===== src/rtl/color_pkg.sv =====
// Shared types, constants and colour-acceptance helpers for the deal generator.
package color_pkg;

  localparam int COLOR_W   = 3;
  localparam int NUM_PLATS = 4;

  typedef logic [COLOR_W-1:0] color_t;

  localparam color_t BLACK      = 3'b000;
  localparam color_t FALLBACK_A = 3'b001;
  localparam color_t FALLBACK_B = 3'b010;

  typedef enum logic [2:0] {
    ST_IDLE = 3'd0,
    ST_BALL = 3'd1,
    ST_POS  = 3'd2,
    ST_PLAT = 3'd3,
    ST_DONE = 3'd4
  } state_t;

  // A drawn colour is usable when it is neither black nor the excluded colour.
  function automatic logic color_ok(input color_t c, input color_t excl);
    return (c != BLACK) && (c != excl);
  endfunction

  function automatic color_t fallback_for(input color_t excl);
    return (excl == FALLBACK_A) ? FALLBACK_B : FALLBACK_A;
  endfunction

endpackage


===== src/rtl/color_deal.sv =====
// Draws random bytes and assembles one deal: a ball colour plus four platform
// colours, exactly one of which matches the ball.
module color_deal
  import color_pkg::*;
#(
  parameter int unsigned MAX_TRIES = 15
) (
  input  logic                           clk,
  input  logic                           reset,
  input  logic [7:0]                     rnd_data,
  input  logic                           rnd_valid,
  output logic                           rnd_ready,
  input  logic                           deal_req,
  output logic                           busy,
  output logic                           deal_done,
  output logic [COLOR_W-1:0]             ball_color,
  output logic [NUM_PLATS*COLOR_W-1:0]   plat_colors,
  output logic [1:0]                     match_pos,
  output logic                           fallback
);

  localparam logic [3:0] TRY_LAST = 4'(MAX_TRIES - 1);

  state_t state_r, state_next;
  logic [1:0] k_r, k_next;

  logic [3:0]                         try_r, try_next;
  color_t                             shadow_ball_r, ball_next;
  logic [1:0]                         shadow_pos_r, pos_next;
  logic [NUM_PLATS-1:0][COLOR_W-1:0]  shadow_plat_r, plat_next;
  logic                               shadow_fb_r, fb_next;

  logic [COLOR_W-1:0]             ball_color_r;
  logic [NUM_PLATS*COLOR_W-1:0]   plat_colors_r;
  logic [1:0]                     match_pos_r;
  logic                           fallback_r;
  logic                           deal_done_r;

  logic   rnd_ready_s, busy_s, xfer_s;
  color_t draw_c_s, draw_excl_s, draw_fb_s;
  logic   draw_ok_s, draw_last_s, k_last_s, load_s;
  logic   rnd_unused_s;

  // Drawn colour is tested against black in BALL and against the ball in PLAT.
  assign xfer_s       = rnd_valid & rnd_ready_s;
  assign draw_c_s     = rnd_data[2:0];
  assign draw_excl_s  = (state_r == ST_BALL) ? BLACK : shadow_ball_r;
  assign draw_ok_s    = color_ok(draw_c_s, draw_excl_s);
  assign draw_fb_s    = fallback_for(draw_excl_s);
  assign draw_last_s  = (try_r == TRY_LAST);
  assign k_last_s     = (k_r == 2'd3);
  assign load_s       = (state_next == ST_DONE);
  assign rnd_unused_s = ^rnd_data[7:3];

  // State register.
  always_ff @(posedge clk or posedge reset) begin
    if (reset) begin
      state_r <= ST_IDLE;
      k_r     <= 2'd0;
    end else begin
      state_r <= state_next;
      k_r     <= k_next;
    end
  end

  // Next-state and shadow update logic.
  always_comb begin
    state_next = state_r;
    k_next     = k_r;
    try_next   = try_r;
    ball_next  = shadow_ball_r;
    pos_next   = shadow_pos_r;
    plat_next  = shadow_plat_r;
    fb_next    = shadow_fb_r;
    case (state_r)
      ST_IDLE: begin
        if (deal_req) begin
          state_next = ST_BALL;
          try_next   = 4'd0;
          fb_next    = 1'b0;
        end else begin
          state_next = ST_IDLE;
        end
      end
      ST_BALL: begin
        if (xfer_s && draw_ok_s) begin
          ball_next  = draw_c_s;
          try_next   = 4'd0;
          state_next = ST_POS;
        end else if (xfer_s && draw_last_s) begin
          ball_next  = draw_fb_s;
          fb_next    = 1'b1;
          try_next   = 4'd0;
          state_next = ST_POS;
        end else if (xfer_s) begin
          try_next = try_r + 4'd1;
        end else begin
          state_next = ST_BALL;
        end
      end
      ST_POS: begin
        if (xfer_s) begin
          pos_next   = rnd_data[1:0];
          k_next     = 2'd0;
          state_next = ST_PLAT;
        end else begin
          state_next = ST_POS;
        end
      end
      ST_PLAT: begin
        // The matching slot is filled without consuming a byte.
        if (k_r == shadow_pos_r) begin
          plat_next[k_r] = shadow_ball_r;
          k_next         = k_r + 2'd1;
          state_next     = k_last_s ? ST_DONE : ST_PLAT;
        end else if (xfer_s && draw_ok_s) begin
          plat_next[k_r] = draw_c_s;
          try_next       = 4'd0;
          k_next         = k_r + 2'd1;
          state_next     = k_last_s ? ST_DONE : ST_PLAT;
        end else if (xfer_s && draw_last_s) begin
          plat_next[k_r] = draw_fb_s;
          fb_next        = 1'b1;
          try_next       = 4'd0;
          k_next         = k_r + 2'd1;
          state_next     = k_last_s ? ST_DONE : ST_PLAT;
        end else if (xfer_s) begin
          try_next = try_r + 4'd1;
        end else begin
          state_next = ST_PLAT;
        end
      end
      ST_DONE: state_next = ST_IDLE;
      default: state_next = ST_IDLE;
    endcase
  end

  // Per-state handshake and busy outputs.
  always_comb begin
    rnd_ready_s = 1'b0;
    busy_s      = 1'b1;
    case (state_r)
      ST_IDLE: begin
        rnd_ready_s = 1'b0;
        busy_s      = 1'b0;
      end
      ST_BALL: rnd_ready_s = 1'b1;
      ST_POS:  rnd_ready_s = 1'b1;
      ST_PLAT: rnd_ready_s = (k_r != shadow_pos_r);
      ST_DONE: rnd_ready_s = 1'b0;
      default: begin
        rnd_ready_s = 1'b0;
        busy_s      = 1'b0;
      end
    endcase
  end

  // Shadow registers hold the deal under construction.
  always_ff @(posedge clk or posedge reset) begin
    if (reset) begin
      try_r         <= 4'd0;
      shadow_ball_r <= BLACK;
      shadow_pos_r  <= 2'd0;
      shadow_plat_r <= '0;
      shadow_fb_r   <= 1'b0;
    end else begin
      try_r         <= try_next;
      shadow_ball_r <= ball_next;
      shadow_pos_r  <= pos_next;
      shadow_plat_r <= plat_next;
      shadow_fb_r   <= fb_next;
    end
  end

  // Published deal loads on entry to DONE so it is valid alongside deal_done.
  always_ff @(posedge clk or posedge reset) begin
    if (reset) begin
      ball_color_r  <= BLACK;
      plat_colors_r <= '0;
      match_pos_r   <= 2'd0;
      fallback_r    <= 1'b0;
      deal_done_r   <= 1'b0;
    end else begin
      deal_done_r <= load_s;
      if (load_s) begin
        ball_color_r  <= ball_next;
        plat_colors_r <= plat_next;
        match_pos_r   <= pos_next;
        fallback_r    <= fb_next;
      end else begin
        ball_color_r  <= ball_color_r;
        plat_colors_r <= plat_colors_r;
        match_pos_r   <= match_pos_r;
        fallback_r    <= fallback_r;
      end
    end
  end

  assign rnd_ready   = rnd_ready_s;
  assign busy        = busy_s;
  assign deal_done   = deal_done_r;
  assign ball_color  = ball_color_r;
  assign plat_colors = plat_colors_r;
  assign match_pos   = match_pos_r;
  assign fallback    = fallback_r;

endmodule

===== config.mk =====
export PLATFORM = sky130hd
export DESIGN_NAME = color_deal
export DESIGN_NICKNAME = d
export VERILOG_FILES = /design/src/rtl/color_pkg.sv /design/src/rtl/color_deal.sv
export SDC_FILE = /design/constraint.sdc
export NUM_CORES = 1
export LEC_CHECK = 0
export ABC_AREA = 1
export BUFFER_PORTS_ARGS = -buffer_cell sky130_fd_sc_hd__buf_4
export CELL_PAD_IN_SITES_DETAIL_PLACEMENT = 2
export CELL_PAD_IN_SITES_GLOBAL_PLACEMENT = 2
export CORE_MARGIN = 3
export CORE_UTILIZATION = 24
export CTS_CLUSTER_DIAMETER = 120
export DETAILED_ROUTE_END_ITERATION = 6
export PLACE_DENSITY_LB_ADDON = 0.1
export SYNTH_ARGS = -nofsm -noshare
export SYNTH_HDL_FRONTEND = slang
export SYNTH_SLANG_ARGS = --single-unit

===== constraint.sdc =====
create_clock -name clk -period 2.2 [get_ports clk]
set_input_delay 0.33 -clock clk [delete_from_list [all_inputs] [get_ports clk]]
set_output_delay 0.33 -clock clk [all_outputs]
set_load 0.02 [all_outputs]

* Word level (Yosys, flattened, before mapping)
Cells that the tools add are included.
** Operators by class
- $add $sub $neg :: 2
- $lt $le $gt $ge :: 2
- Eq/ne operators :: 15
- Muxes and demuxes :: 45
- Bitwise gates (word level) :: 1
- Reduce and logical (&&, ||, !) cells :: 12
** Operator list (number)
- $mux W12 :: 4
- $mux W3 :: 13
- $bwmux W12 :: 3
- $mux W4 :: 5
- $mux W2 :: 7
- $pmux W3 S4 :: 1
- $pmux W4 S3 :: 1
- $mux W1 :: 7
- $demux W3 S2 :: 1
- $eq A3 B1 Y1 const B :: 2
- $eq A3 B2 Y1 const B :: 2
- $eq A3 B3 Y1 const B :: 2
- $ne A2 B2 Y1 const B :: 3
- $reduce_and A3 Y1 :: 2
- $reduce_bool A3 Y1 :: 2
- $add A4 B1 Y4 const B :: 1
- $eq A4 B4 Y1 const B :: 1
- $logic_and A1 B1 Y1 :: 4
- $ne A4 B4 Y1 const B :: 1
- $pmux W2 S2 :: 1
- $reduce_or A4 Y1 :: 1
- $logic_not A3 Y1 :: 1
- $lt A2 B3 Y1 const B :: 1
- $ne A3 B3 Y1 :: 1
- 10 further kinds :: 10
** Word-level totals
- Register bits :: 46
- Input bits :: 12
- Output and inout port bits :: 21
- Logic and storage cells :: 92

* Logic depth before layout (Yosys ltp)
- Depth in word-level cells :: 10
- Depth in mapped cells :: 16
- Mapped depth without buffers :: 15

* Worst setup path before layout
No wires, ideal clock.
- Path kind :: reg2reg
- Start :: reg k_r[0]
- End :: reg match_pos_r[0] (netlist: match_pos[0])
- Library setup time :: 66 ps
- Data arrival time :: 1836 ps
- Data required time :: 2134 ps
- Slack :: 298 ps
- Cell stages (with the launch flop) :: 10
- Buffers on the path :: 3
- Clock period less this slack :: 1902 ps
- Path through :: dfrtp_1 > ha_1 > buf_2 > inv_1 > nor2_1 > nand2_1 > clkbuf_1 > clkbuf_1 > nand3_1 > nand2_1
** Between the ends
- Longest elaborated chain between the ends :: 9
- Elaborated cells between the ends (all ways) :: 20
- Those cells by class :: eq/ne: 4; mux: 13; bitwise: 1; reduce/logical: 2
** Ends and longest elaborated chain
- start, declared :: RTL line color_deal.sv:25 : logic [1:0] k_r, k_next;
- start signal, assigned :: RTL line color_deal.sv:62 : k_r <= k_next;
- $ne A2 B2 Y1 :: RTL line color_deal.sv:149 : ST_PLAT: rnd_ready_s = (k_r != shadow_pos_r);
- $pmux W1 S2 :: RTL line color_deal.sv:142 : case (state_r)
- $and A1 B1 Y1 :: RTL line color_deal.sv:45 : assign xfer_s = rnd_valid & rnd_ready_s;
- $mux W3 / $logic_and A1 B1 Y1 (equally long branches) :: RTL line color_deal.sv:127, color_deal.sv:90, color_deal.sv:121
- $mux W3 :: RTL line color_deal.sv:121 : end else if (xfer_s && draw_last_s) begin
- $mux W3 :: RTL line color_deal.sv:116 : end else if (xfer_s && draw_ok_s) begin
- $mux W3 :: RTL line color_deal.sv:112 : if (k_r == shadow_pos_r) begin
- $pmux W3 S4 :: RTL line color_deal.sv:75 : case (state_r)
- $eq A3 B3 Y1 :: RTL line color_deal.sv:52 : assign load_s = (state_next == ST_DONE);
- end signal, assigned :: RTL line color_deal.sv:188 : match_pos_r <= pos_next;
- end signal, assigned :: RTL line color_deal.sv:193 : match_pos_r <= match_pos_r;
- end, declared :: RTL line color_deal.sv:35 : logic [1:0] match_pos_r;
Several ways; a longest one is shown, not always the timed one.
A chain may end at the register's enable or synchronous reset.

* Worst setup path in the final report
- Start :: reg state_r[2]
- End :: out busy
** Between the ends
- Longest elaborated chain between the ends :: 3
- Elaborated cells between the ends (all ways) :: 6
- Those cells by class :: eq/ne: 4; mux: 1; reduce/logical: 1
** Ends and longest elaborated chain
- start, declared :: RTL line color_deal.sv:24 : state_t state_r, state_next;
- start signal, assigned :: RTL line color_deal.sv:61 : state_r <= state_next;
- $eq A3 B1 Y1, or another cell as far along :: RTL line color_deal.sv:142
- $reduce_or A4 Y1 (no line) *
- $mux W1 * :: RTL line color_deal.sv:142
- end, declared :: RTL line color_deal.sv:14 : output logic busy,
Mark *: on every way between the ends. The rest lies on a longest branch, timed or not.

==> run metrics <==
Cell Area, Synth=slightly above 3000 um2; detailed-routing iteration count for the pre-antenna-repair pass=4; Post-DP Area=roughly 3500 um2; Finished Cell Area=3750 um2; FF+latch count, synth=46; Pleak=0.00189 uW; global-route congestion overflow total=0; Setup WS pre-CTS=around 50 ps; setup skew after layout=~6.8 ps; latest clock arrival within the worst-skew pair=between 200 and 300 ps; part of the power in the clock network=18.5%; global-route wire length before repair=18.1 mm; maximum vdd drop=about 0.00053 V; area occupied by registers=roughly 1200 um2; number of global-route vias before repair=about 3300; Port Buf Inserts=27; post-layout net count=roughly 500; # H-tree levels=2; area growth from synthesis to final layout=24.2%; power per cell area=~1300 nW/um2; CP Data Required Time=between 1500 and 2000 ps; die span in x=118 um; vias per inst=~4.7; Post-DP HPWL=~8.5 mm; register share of total power=27.5%; antenna violation net count after detailed routing=0; clock root buffer=sky130_fd_sc_hd__clkbuf_16; Mean Syn Cell Area=7.05 um2; Unique masters post-synth=33; clock tree from TritonCTS=built; met1 wire length=between 4 and 5 mm; hold buffer count at cts=0; RSZ-0062 raised after global routing=no; wire per inst=17.3 um; setup tns final=0 ps; die area=14000 um2; initial antenna violation count=0; proportion of synthesized chip area in sequential cells=38.1%; cell internal pwr=approximately 2500 uW; net switching fraction of the power=between 40 and 50%; # Max-Cap Violations=0; type of the worst setup path=register to output pin; fin crit period=~2000 ps; met3 wirelength from detailed routing=approximately 180 um; buffers from clock root to sink, at most=2; met2 wire length=just under 6 mm; y dimension of the die=118 um; run status=finished, final reports clean; Floorplan Core Area=about 12000 um2; path class of the lowest-slack min-delay path=input pin to asynchronous set/reset pin; weighted congestion at the end of routability-driven global placement=~0.78; Initial Utilization=approximately a quarter; proportion of power drawn by combinational gates=between 50% and 60%; antenna cells=0; # DRC=0; Num CTS Buffers=5; filler cell count in the final layout=between 1000 and 1500; vias after detailed routing=~3000; CP Max Fanout=7; worst r2r path cells=11; Max Clk Rate=just under 0.5 GHz; worst r2r src=state_r[1]; warning count from the yosys run=0; pin count of the biggest net entering global routing=22; net count of the mapped netlist=447; share of the core filled with cells=30.9%; number of instances in the synthesized netlist=between 400 and 500; startpoint kind of the worst setup timing path=register; Cell Rows=40; Psw=roughly 2200 uW; drt total wl=between 10 and 15 mm; highest signal layer in the routed design=met4; final setup violating endpoints=0; transition time of the tightest slew-check pin=between 500 and 600 ps; CP Capture Type=output pin; worst-case register-to-register setup slack=190 ps; clock transition at the registers of the reported paths=roughly 70 ps; final hold vios=0; crit share post-route=91.8%; headroom to the max-slew limit=around two thirds; multi-input logic area=~1600 um2; top-level I/O count=33; number of design-rule violations left by the first detailed-router iteration=41; clk sinks=46; fin worst setup slack=between 150 and 200 ps; signal arrival time at the worst endpoint=approximately 1700 ps; Max Slew Vio Count=0; capture point of the worst reg-to-reg path=k_r[1]; fraction of layout instances using a drive strength above 1=17.8%; Tot GR Track Use=between 10% and 20%
## power groups by stage
stage	clock network (uW)	registers (uW)	logic (uW)
floorplan	0	1300	1570
global route	941	1330	2870
finish	876	1300	2550
CTS	907	1300	2570
detailed placement	0	1320	2560
global placement	0	1300	2480
## kinds of logic after synthesis
family	after synthesis	share of synthesized area, %
buffers and inverters	67	9.69
AOI/OAI and AO/OA	55	10.5
xor gates and xnor gates	3	0.869
adders and majority gates	6	2.48
DFF	46	38.1
and+or+nand+nor	252	38.4
## flip-flops by register name, summed over array words and instances (netlist names)
signal         count
ball_color         3
match_pos          2
k_r                2
deal_done          1
state_r            3
shadow_pos_r       2
fallback           1
try_r              4
shadow_fb_r        1
shadow_ball_r      3
plat_colors       12
shadow_plat_r     12
## critical path, cell delays in order (launching register included)
cell	delay [ps]
sky130_fd_sc_hd__dfrtp_1	410
sky130_fd_sc_hd__inv_2	100
sky130_fd_sc_hd__nand2_2	120
sky130_fd_sc_hd__nor2_8	140
sky130_fd_sc_hd__buf_4	180
sky130_fd_sc_hd__inv_1	60
sky130_fd_sc_hd__buf_4	160
sky130_fd_sc_hd__nand3_1	80
sky130_fd_sc_hd__buf_4	140
## layout make-up
type,count,share of cell area [%]
Sequential cell,46,30.7
Clock buffer,5,3.33
Timing Repair Buffer,54,11.7
Multi-Input combinational cell,316,42.9
Tap cell,168,5.60
Clock inverter,3,1.07
Inverter,47,4.77
## synth_stat cells (all sizes together)
master / number / area share, %
a32oi: 1 / 0.29
buf: 11 / 2.7
nand2: 174 / 23
clkbuf: 9 / 1.1
nand3: 38 / 7.2
xnor2: 1 / 0.29
xor2: 2 / 0.58
o21bai: 4 / 0.99
a22o: 4 / 1.2
a21oi: 18 / 3.0
clkinv: 1 / 0.12
o21ai: 19 / 3.1
inv: 46 / 5.7
o211ai: 1 / 0.25
dfrtp: 46 / 38
o22ai: 7 / 1.4
ha: 6 / 2.5
a31oi: 1 / 0.21
nand4: 16 / 3.3
nor3: 2 / 0.33
and3: 1 / 0.21
nor2: 19 / 3.4
nand3b: 2 / 0.50
## worst max path at each step
stage	slack (ps)	startpoint	to
final	180	state_r[2]	busy
after global routing	10	state_r[1]	plat_colors[4]
after CTS	2	k_r[1]	ball_color[0]
after detailed placement	50	k_r[1]	ball_color[0]
after global placement	70	k_r[1]	ball_color[0]
after floorplan	300	k_r[0]	match_pos[0]
## cells in the final DEF, fill, tap and decap left out, types with 3 or more instances in the layout
master,count
sky130_fd_sc_hd__nand3_1,34
sky130_fd_sc_hd__ha_1,6
sky130_fd_sc_hd__nor2_1,15
sky130_fd_sc_hd__inv_1,41
sky130_fd_sc_hd__dfrtp_1,45
sky130_fd_sc_hd__clkbuf_16,5
sky130_fd_sc_hd__nand2_8,3
sky130_fd_sc_hd__nand2_4,3
sky130_fd_sc_hd__o21bai_1,4
sky130_fd_sc_hd__a22o_1,4
sky130_fd_sc_hd__buf_4,51
sky130_fd_sc_hd__a21oi_1,18
sky130_fd_sc_hd__o22ai_1,7
sky130_fd_sc_hd__nand4_1,16
sky130_fd_sc_hd__o21ai_0,19
sky130_fd_sc_hd__nand2_1,166
sky130_fd_sc_hd__inv_2,4
## per-layer routing
layer	up-vias	track usage, %
met5	-	0
met1	1490	20.2
met3	7	2.25
met2	23	30.2
li1	1465	-
met4	0	3.08
## metrics by stage
| step | hold slack (ps) | total power, uW | cells |
|---|---|---|---|
| floorplan | 445 | 2870 | 429 |
| global placement | 381 | 3790 | 630 |
| detailed placement | 385 | 3870 | 630 |
| CTS | 68.7 | 4780 | 638 |
| global route | 83.9 | 5140 | 639 |
| finish | 53.8 | 4720 | 639 |
## what timing repair did
action                                  CTS  global route
setup buffers                             0             1
endpoints found under the setup margin    0            29
gates resized for setup                   0             9
No activity file was read; power rests on OpenSTA's default activity.
